## config.mk

```make
export PLATFORM = sky130hd
export DESIGN_NAME = preg_reclaim_unit
export DESIGN_NICKNAME = d
export VERILOG_FILES = /design/src/rtl/preg_reclaim_unit_pkg.sv /design/src/rtl/preg_reclaim_unit.sv
export SDC_FILE = /design/constraint.sdc
export NUM_CORES = 1
export LEC_CHECK = 0
export BUFFER_PORTS_ARGS = -buffer_cell sky130_fd_sc_hd__buf_2
export CAP_MARGIN = 40
export CORE_MARGIN = 2
export CORE_UTILIZATION = 45
export DETAILED_ROUTE_END_ITERATION = 16
export GPL_ROUTABILITY_DRIVEN = 0
export GPL_TIMING_DRIVEN = 0
export HOLD_SLACK_MARGIN = 0.02
export PLACE_DENSITY = 0.66
export SYNTH_ARGS = -nofsm -noshare
export SYNTH_HDL_FRONTEND = slang
export SYNTH_SLANG_ARGS = --single-unit
```

## constraint.sdc

```tcl
create_clock -name clk -period 7.9 [get_ports clk]
set_input_delay 0.395 -clock clk [delete_from_list [all_inputs] [get_ports clk]]
set_output_delay 0.395 -clock clk [all_outputs]
set_load 0.05 [all_outputs]
```

## src/rtl/preg_reclaim_unit_pkg.sv

```systemverilog
// rtl/preg_reclaim_unit_pkg.sv - shared physical-register ID types for the free list, rename and reclaim
//
// Purpose : common preg ID type and constants shared by the free list, rename stage and reclaim unit.
// Contents: PREG_ID_W   default physical register ID width
//           preg_id_t   physical register ID
//           PREG_ZERO   ID of the hard-wired x0 mapping, never recycled
//           sum2()      population count of two single-bit flags
package preg_reclaim_unit_pkg;

    localparam int PREG_ID_W = 7;

    typedef logic [PREG_ID_W-1:0] preg_id_t;

    localparam preg_id_t PREG_ZERO = '0;

    function automatic logic [1:0] sum2(input logic a, input logic b);
        return {a & b, a ^ b};
    endfunction

endpackage

```

## src/rtl/preg_reclaim_unit.sv

```systemverilog
// rtl/preg_reclaim_unit.sv - staging buffer feeding freed physical register IDs to the free list
//
// Purpose : accepts up to two freed preg IDs per cycle from commit, filters out the x0 mapping,
//           compacts them in age order and drains up to two per cycle into the free list.
// Ports   : clk, rst (async, active-low)
//           rel_valid_1/rel_preg_1, rel_valid_2/rel_preg_2  commit release slots (slot 1 older)
//           rel_ready                                       room for two IDs this cycle
//           fl_push/fl_push_data, fl_push_2/fl_push_data_2  free list push channels
//           fl_ready                                        free list can take pushes
//           occupancy, empty                                buffer fill status
module preg_reclaim_unit
    import preg_reclaim_unit_pkg::*;
#(
    parameter int DATA_WIDTH = PREG_ID_W,
    parameter int DEPTH      = 8,
    parameter bit DROP_ZERO  = 1'b1
) (
    input  logic                       clk,
    input  logic                       rst,
    input  logic                       rel_valid_1,
    input  logic [DATA_WIDTH-1:0]      rel_preg_1,
    input  logic                       rel_valid_2,
    input  logic [DATA_WIDTH-1:0]      rel_preg_2,
    output logic                       rel_ready,
    output logic [DATA_WIDTH-1:0]      fl_push_data,
    output logic                       fl_push,
    output logic [DATA_WIDTH-1:0]      fl_push_data_2,
    output logic                       fl_push_2,
    input  logic                       fl_ready,
    output logic [$clog2(DEPTH+1)-1:0] occupancy,
    output logic                       empty
);

    localparam int PW = $clog2(DEPTH);
    localparam int CW = $clog2(DEPTH+1);

    logic [DATA_WIDTH-1:0] mem_q [DEPTH];
    logic [PW-1:0]         wr_ptr_q, wr_ptr_d;
    logic [PW-1:0]         rd_ptr_q, rd_ptr_d;
    logic [CW-1:0]         count_q, count_d;

    logic          zero_1, zero_2;
    logic          keep_1, keep_2;
    logic [1:0]    n_in, n_out;
    logic [PW-1:0] slot2_ptr;
    logic [PW-1:0] rd_ptr_p1;

    // Readiness looks only at registered count so there is no path from fl_ready to rel_ready.
    assign rel_ready = (count_q <= CW'(DEPTH-2));

    assign zero_1 = DROP_ZERO && (rel_preg_1 == DATA_WIDTH'(PREG_ZERO));
    assign zero_2 = DROP_ZERO && (rel_preg_2 == DATA_WIDTH'(PREG_ZERO));
    assign keep_1 = rel_valid_1 & rel_ready & ~zero_1;
    assign keep_2 = rel_valid_2 & rel_ready & ~zero_2;
    assign n_in   = sum2(keep_1, keep_2);

    // Slot 2 lands directly at the write pointer when slot 1 was not kept, so no holes appear.
    assign slot2_ptr = wr_ptr_q + PW'(keep_1);

    assign fl_push   = fl_ready & (count_q != '0);
    assign fl_push_2 = fl_ready & (count_q >= CW'(2));
    assign n_out     = sum2(fl_push, fl_push_2);

    // DEPTH is a power of two, so natural pointer overflow is the modulo wrap.
    assign rd_ptr_p1      = rd_ptr_q + PW'(1);
    assign fl_push_data   = fl_push   ? mem_q[rd_ptr_q]  : '0;
    assign fl_push_data_2 = fl_push_2 ? mem_q[rd_ptr_p1] : '0;

    assign wr_ptr_d = wr_ptr_q + PW'(n_in);
    assign rd_ptr_d = rd_ptr_q + PW'(n_out);
    assign count_d  = count_q + CW'(n_in) - CW'(n_out);

    assign occupancy = count_q;
    assign empty     = (count_q == '0);

    always_ff @(posedge clk or negedge rst) begin
        if (!rst) begin
            wr_ptr_q <= '0;
            rd_ptr_q <= '0;
            count_q  <= '0;
        end else begin
            wr_ptr_q <= wr_ptr_d;
            rd_ptr_q <= rd_ptr_d;
            count_q  <= count_d;
        end
    end

    // Storage needs no reset: reads are gated by count, which is reset.
    always_ff @(posedge clk) begin
        if (keep_1) mem_q[wr_ptr_q]  <= rel_preg_1;
        if (keep_2) mem_q[slot2_ptr] <= rel_preg_2;
    end

endmodule

```

# After elaboration in Yosys (flattened, before gate mapping)
# Memories as Yosys holds them, arrays and structs flattened.
# Index checks and enable logic that the tools add are counted.
classes:
  addsub: 6
  bitwise: 12
  order_cmp: 2
  n_reduce_logical: 4
  muxes: 6
ops:
  columns: ["cell", "n"]
  rows:
  - ["$logic_not A7 Y1", 2]
  - ["$mux W7", 2]
  - ["$and A1 B1 Y1", 8]
  - ["$add A3 B2 Y3", 2]
  - ["$add A4 B2 Y4", 1]
  - ["$ge A4 B2 Y1 const B", 1]
  - ["$le A4 B3 Y1 const B", 1]
  - ["$logic_not A4 Y1", 1]
  - ["$mux W1", 4]
  - ["$reduce_bool A4 Y1", 1]
  - ["$sub A4 B2 Y4", 1]
  - ["$add A3 B1 Y3", 1]
  - ["$add A3 B1 Y3 const B", 1]
  - ["$not A1 Y1", 2]
  - ["$xor A1 B1 Y1", 2]
word_totals:
  regBits: 10
  ram_bits: 56
  word_cells: 34
  memories: 1
  out_inout_bits: 22
memory_table:
  columns: ["memory", "depth", "word_bits", "read_ports", "rd_ports_with_merged_regs", "wr", "line_no", "source"]
  rows:
  - ["mem_q", 8, 7, 2, 0, 2, "preg_reclaim_unit.sv:37", "logic [DATA_WIDTH-1:0] mem_q [DEPTH];"]

# Logic depth before layout (Yosys ltp)
# Gate-level depths: netlist (run 1).
logic_depth:
  word_depth: 6
  mapped_depth: 13
  ltp_nobuf: 13

# Worst setup path after synthesis (run 1)
# No wires, ideal clock.
synth_timing:
  kind: "register to register"
  from: "register count_q[2] (netlist: occupancy[2])"
  to: "register count_q[3] (netlist: occupancy[3])"
  setup_time_ns: 0.079
  synth_period_minus_slack_ns: 4.479
  n_path_buf: 1
  t_arrival_ns: 4.400
  path_stages_with_launch: 14
  setup_slack_ns: 3.421
  path_cell_list: "dfrtp_1 inv_1 ha_1 nor3b_1 nand2b_1 clkbuf_1 inv_1 ha_1 fa_1 inv_1 ha_1 a21o_1 a21oi_1 xor2_1"
synth_rtl:
  columns: ["item", "line_no", "source"]
  rows:
  - ["from (decl)", "preg_reclaim_unit.sv:40", "logic [CW-1:0] count_q, count_d;"]
  - ["from (signal assigned)", "preg_reclaim_unit.sv:84", "count_q <= count_d;"]
  - ["$reduce_bool A4 Y1 *", "preg_reclaim_unit.sv:60", "assign fl_push = fl_ready & (count_q != '0);"]
  - ["$and A1 B1 Y1 *", "preg_reclaim_unit.sv:60", null]
  - ["named net fl_push", "preg_reclaim_unit.sv:26", "output logic fl_push,"]
  - ["$xor A1 B1 Y1 / $and A1 B1 Y1 (equally long branches)", "preg_reclaim_unit_pkg.sv:17", "return {a & b, a ^ b};"]
  - ["$sub A4 B2 Y4 *", "preg_reclaim_unit.sv:71", "assign count_d = count_q + CW'(n_in) - CW'(n_out);"]
  - ["named net count_d[3]", "preg_reclaim_unit.sv:40", null]
# Mark *: on every way through the listed nets, which the timed path passes. The rest lies on a longest branch.

==> results of run 1 <==
-- layout by cell type (no fill, tap or decap), types with 2 or more instances in the layout --
cell        netlist  layout
edfxtp_1         56      56
mux2_2           53      53
buf_2             5      45
mux4_2           28      28
nand2_1          16      16
ha_1             14      14
inv_1            13      13
buf_4             3      11
nor2_1           10      10
dfrtp_1          10      10
clkbuf_8          0       9
a21oi_1           8       8
mux2i_1           7       7
xor2_1            6       6
o21ai_1           1       5
clkbuf_1          4       4
nand4_4           4       4
nand3_2           4       4
nand2b_1          4       4
fa_1              4       4
nor3_1            3       3
mux2_1            3       3
nor4_1            2       2
a21boi_1          2       2
buf_1             2       2
xnor2_1           2       2
o31ai_1           2       2
o21ai_0           6       2
clkinvlp_4        0       2
bufinv_16         0       2
-- synth_stat cells --
| library cell | number | share of area, % |
|---|---|---|
| nand2_1 | 16 | 1.4 |
| a21oi_1 | 8 | 0.96 |
| and2_1 | 1 | 0.15 |
| nand3_2 | 4 | 0.96 |
| a2111oi_2 | 1 | 0.36 |
| a21boi_1 | 2 | 0.36 |
| clkbuf_1 | 4 | 0.36 |
| o21ai_0 | 6 | 0.72 |
| nor3_4 | 1 | 0.39 |
| mux2i_1 | 7 | 1.7 |
| fa_1 | 4 | 1.9 |
| dfrtp_1 | 10 | 6.0 |
| buf_1 | 2 | 0.18 |
| xnor2_1 | 2 | 0.42 |
| nand4_4 | 4 | 2.0 |
| buf_4 | 3 | 0.54 |
| a21o_1 | 1 | 0.18 |
| o21a_1 | 1 | 0.18 |
| o31ai_1 | 2 | 0.36 |
| inv_1 | 13 | 1.2 |
| nor3_1 | 3 | 0.36 |
| mux2_2 | 53 | 14 |
| nor3b_4 | 1 | 0.45 |
| nor2_1 | 10 | 0.90 |
| o21ai_1 | 1 | 0.12 |
| nor4_1 | 2 | 0.30 |
| and3_1 | 1 | 0.15 |
| nor3b_1 | 1 | 0.18 |
| buf_2 | 5 | 0.60 |
| mux4_2 | 28 | 15 |
| xor2_1 | 6 | 1.3 |
| ha_1 | 14 | 4.2 |
| mux2_1 | 3 | 0.81 |
| edfxtp_1 | 56 | 40 |
| nand2b_1 | 4 | 0.60 |
-- metal layers --
layer  GRT usage [%]  vias up
met2           38.26      106
met3           4.944       18
met4           7.482        0
met1           31.01     1339
met5               0        -
li1                -     1214
-- path summary, 6_finish.rpt --
kind                               start      endpoint  slack (ns)
max reg2reg                 occupancy[3]   mem_q[5][2]        4.17
min                                  rst  occupancy[2]        0.44
min reg2reg                  rd_ptr_q[0]   rd_ptr_q[0]        0.55
max in group asynchronous            rst   rd_ptr_q[1]        7.27
max                         occupancy[3]   mem_q[5][2]        4.17
min in group clk           rel_preg_1[6]   mem_q[7][6]        0.47
-- area by class of cell --
cell class	count	area, um^2
Multi-Input combinational cell	187	2122
Timing Repair Buffer	49	270.3
Clock inverter	7	92.59
Buffer	14	70.07
Clock buffer	9	123.9
Tap cell	111	138.9
Sequential cell	66	1932
Inverter	13	48.80
Fill cell	770	4310
-- critical path, cell delays in order, from the launching register on --
cell       delay, ns
dfrtp_1         0.38
inv_1           0.09
ha_1            0.19
and3_1          0.27
a2111oi_2       0.52
ha_1            0.25
ha_1            0.19
xor2_1          0.45
nand4_4         0.35
o21ai_1         0.46
buf_4           0.27
-- registers in the layout, indices dropped and copies added, names as in the netlist --
name,flops
rd_ptr_q,3
occupancy,4
wr_ptr_q,3
mem_q,56
-- cells by family after synthesis --
kind of cell               after synthesis
buffers and inverters                   27
muxes                                   91
and+or+nand+nor                         48
adders and majority gates               18
AOI/OAI and AO/OA                       22
xor gates and xnor gates                 8
DFF                                     66
-- what timing repair did --
action	CTS	global route
setup endpoints to repair	0	0
gates resized for setup	0	0
hold buffers	1	0
hold endpoints to repair	10	0
-- report_power, final --
part	switching (mW)	internal [mW]
registers	0.0552	0.503
clock network	0.139	0.177
logic	0.821	0.498
total	1.02	1.18
-- per-stage QoR --
step | power, mW | setup WS, ns | cell area (um^2) | utilization [%]
finish | 2.193 | 4.173 | 4798 | 52.68
global route | 2.335 | 3.921 | 4798 | 52.68
CTS | 2.205 | 4.150 | 4798 | 52.68
detailed placement | 1.888 | 4.193 | 4572 | 50.19
global placement | 1.831 | 4.049 | 4497 | 49.37
floorplan | 1.531 | 3.421 | 4173 | -
==> run metrics, run 1 <==
status=completed; final setup skew=roughly 0.0077 ns; Mapped Cells=280; synth unique cells=35; Synth Area in Simple Gates=7.916%; Crit Path Max Fanout=8; total vias in the final route=roughly 2700; syn nets=~320; cts bufs inserted=9; input/output buffers=37; multiplexer share of the synthesized area=31.90%; fmax=0.2683 GHz; Hold Path Class=in -> async; Setup Buffers After CTS=0; Worst Setup End Kind=flop; initial antenna violation count=0; die width=100.3 um; Placed Cells=approximately 440; clock slew seen by the registers of the worst setup and hold paths=0.07 ns; register area share after synthesis=a little under half; WHS=about 0.44 ns; final routed DRC violation total=0; Routed WL per cell=23.55 um; Synth Register Bits=66; first-pass GRT wire length=16820 um; met3 wire length=640 um; final setup vio count=0; vias per cell=5.871; met1 wire length=4611 um; Max Used Layer=met4; Final HPWL DP=7796 um; Final Non-Filler Cells=between 400 and 500; CP Class=reg -> reg; CTS tree=done; Hold Vio Cnt, Final=0; Die Footprint=10060 um^2; initial DRC count=155; H-tree Lvls=3; Core Footprint=9109 um^2; IO Pins=41; Synth Area in XOR/XNOR=1.679%; Total Nets Final=377; final WL=10740 um; largest net degree at the start of global routing=13; count of clock tree sinks=66; Required @ worst endpoint=7.96 ns; Clk Latency, worst-skew pair=0.35 ns; PwrDens=457.0 nW/um^2; std cell rows=35; area grow syn2layout=14.99%; Warnings, synthesis=0; Synth Area in Compound Gates=3.238%; max cap viols=0; Tmin final=3.727 ns; # diodes=0; GRT overflow=0; Routed met2 length=5238 um; startpoint types=flop; Mapped Area=4173 um^2; Tightest Pin Transition=around 0.82 ns; LEAKAGE=1.835 nW; adder-cell share of the synthesized area=6.117%; Final ANT Viol Nets=0; mean post-synth cell area=roughly 15 um^2; Bufs on Longest Clock Path=2; Final Cycle Share=between 40% and 50%; Worst Reg2Reg Path Length in Cells=10; Die H=~100 um; setup TNS=0 ns; Total GRT Usage=a little under a quarter; unrepaired setup endpoints after global routing=false; drt pass-1 iters=4; initial core utilization=about 46%; vias in the first global route=2854; max-slew violation count=0; Slew HR=45.05%; root buf cell=clkbuf_8; Max IR drop VDD=0.0001883 V; share of cells above drive strength 1=47.25%; largest family of logic cells by synthesized area=multiplexers; Worst Path Arrival=3.79 ns
(Power assumes the default switching activity.)
==> inputs of run 2 (changes only) <==
clock period = 3.75 ns   (was 7.9 ns; I/O delays follow)
==> run 2 against run 1 <==
Net effect:
- clock skew down 0.0033 ns
- global-route usage down 0.22 points
- final cell count down 0.22%
- sequential share of layout area up 0.063 points
- core utilization down 0.082 points
- first-iteration DRC count up 30%
- power up 110%
- sequential power up 110%
- clock power up 68%
- maximum frequency up 5.0%
- critical path depth up 1
==> run metrics, run 2 (synthesis results as in run 1) <==
status=completed; Worst Setup End Kind=flop; Worst Path Arrival=3.67 ns (-0.12 ns); Hold Path Class=in -> async; DP Worst Slack=0.03283 ns (-4.160 ns); clock slew seen by the registers of the worst setup and hold paths=0.07 ns (about the same); Slew HR=40.89% (-4.2 points); Required @ worst endpoint=3.87 ns (-4.09 ns); crit path launch=occupancy[3]; LEAKAGE=1.820 nW (-0.83%); Clk Latency, worst-skew pair=0.36 ns (about the same); initial core utilization=45.81% (unchanged); total power=4.526 mW (+110%); Total Nets Final=376 (-0.27%); unrepaired setup endpoints after global routing=false; WP buf/inv=2 (unchanged); Tightest Pin Transition=0.8792 ns (+0.06086 ns); WHS=0.2157 ns (-0.2218 ns); Setup Buffers After CTS=0 (unchanged); CTS tree=done; GRT overflow=0 (unchanged); CP Class=reg -> reg; fin worst setup slack=0.2007 ns (-3.972 ns); final setup skew=0.004364 ns (-0.003339 ns); H-tree Lvls=3 (unchanged); Hold Vio Cnt, Final=0 (unchanged); max cap viols=0 (unchanged); Largest Register=mem_q; Die H=100.3 um (unchanged); commonest non-fill, non-tap cell in the layout=edfxtp_1; critical path's largest stage delay=0.43 ns (-0.09 ns); count of clock tree sinks=66 (unchanged); Final HPWL DP=7806 um (+0.13%); max-slew violation count=0 (unchanged); Tmin final=3.549 ns (-0.1781 ns); flop2flop setup slack=0.20 ns (-3.97 ns); startpoint types=flop; setup TNS=0 ns (unchanged); fmax=0.2817 GHz (+5.0%); first-pass GRT wire length=16480 um (-2.1%); Total GRT Usage=23.05% (-0.22 points); # diodes=0 (unchanged); cell breakdown of the critical path=inv_1, ha_1, and3_1, a2111oi_4, ha_1, ha_1, xor2_1, nor2_1, nand3_2, o21ai_0, buf_4; cts bufs inserted=9 (unchanged); Max IR drop VDD=0.0004331 V (+130%); PwrDens=944.7 nW/um^2 (+110%); Core Footprint=9109 um^2 (unchanged); Routed WL per cell=23.98 um (+1.8%); reg-to-reg critical path endpoint=mem_q[2][0]; Worst Reg2Reg Path Length in Cells=11 (+1); final routed DRC violation total=0 (unchanged); Bufs on Longest Clock Path=2 (unchanged); CP delay by family, top=compound AO/OA/AOI/OAI gates; slowest cell on the critical path=xor2_1; share of cells above drive strength 1=49.42% (+2.2 points); final WL=10910 um (+1.6%); vias per cell=6.059 (+3.2%); final setup vio count=0 (unchanged); IO Pins=41 (unchanged); Largest register FFs=56 (unchanged); Final ANT Viol Nets=0 (unchanged); Final Cycle Share=94.65% (+47 points); critical path depth=11 (+1); Worst R2R Start=occupancy[3]; root buf cell=clkbuf_8; Die Footprint=10060 um^2 (unchanged); Worst setup endpoint=mem_q[2][0]; Most common cell on crit path=ha_1; largest net degree at the start of global routing=13 (unchanged); Crit Path Max Fanout=8 (unchanged); area grow syn2layout=14.81%; most frequent cells in the layout=edfxtp_1 (56), mux2_2 (53), buf_2 (44); std cell rows=35 (unchanged); initial antenna violation count=0 (unchanged); total vias in the final route=2757 (+3.0%); vias in the first global route=2780 (-2.6%); die width=100.3 um (unchanged); initial DRC count=202 (+30%); input/output buffers=37 (unchanged); drt pass-1 iters=5 (+1)
-- run 2: routing by layer --
metal  share of wire, %  global-route usage (%)  vias to the layer above
met1                 41                   30.65                     1420
met2                 50                   37.43                      107
met4                2.0                   10.12                        0
met5                  0                       0                        -
li1                   -                       -                     1213
met3                6.6                   3.900                       17
-- run 2: area by class of cell --
class / count / area [um^2]
Buffer: 14 / 70.07
Clock buffer: 9 / 123.9
Clock inverter: 7 / 45.04
Fill cell: 822 / 4318
Inverter: 13 / 48.80
Multi-Input combinational cell: 187 / 2167
Sequential cell: 66 / 1932
Tap cell: 111 / 138.9
Timing Repair Buffer: 48 / 265.3
-- run 2: what timing repair did --
action | in CTS | in global routing
hold buffers | 1 | 0
endpoints found under the hold margin | 10 | 0
setup endpoints to repair | 0 | 30
resized for setup | 0 | 6
-- run 2: metrics by stage --
step | instance area, um^2 | cells | utilization, %
2_1_floorplan | 4187 | 280 | -
3_3_place_gp | 4511 | 428 | 49.52
3_5_place_dp | 4581 | 438 | 50.29
5_1_grt | 4791 | 455 | 52.60
6_report | 4791 | 455 | 52.60
4_1_cts | 4760 | 455 | 52.25
-- run 2: worst min-delay path by stage --
stage	from	to	slack (ns)	cells after the start
floorplan	rst	occupancy[0]	-0.11	0
global placement	rst	occupancy[2]	0.06	1
detailed placement	rst	occupancy[2]	0.07	1
CTS	rst	occupancy[2]	0.22	2
global route	rst	occupancy[2]	0.23	2
finish	rst	occupancy[2]	0.22	2
-- run 2: power breakdown --
group / switching [mW] / total [mW] / internal (mW)
registers: 0.127 / 1.19 / 1.06
logic: 1.75 / 2.81 / 1.06
clock network: 0.295 / 0.531 / 0.237
total: 2.17 / 4.53 / 2.35
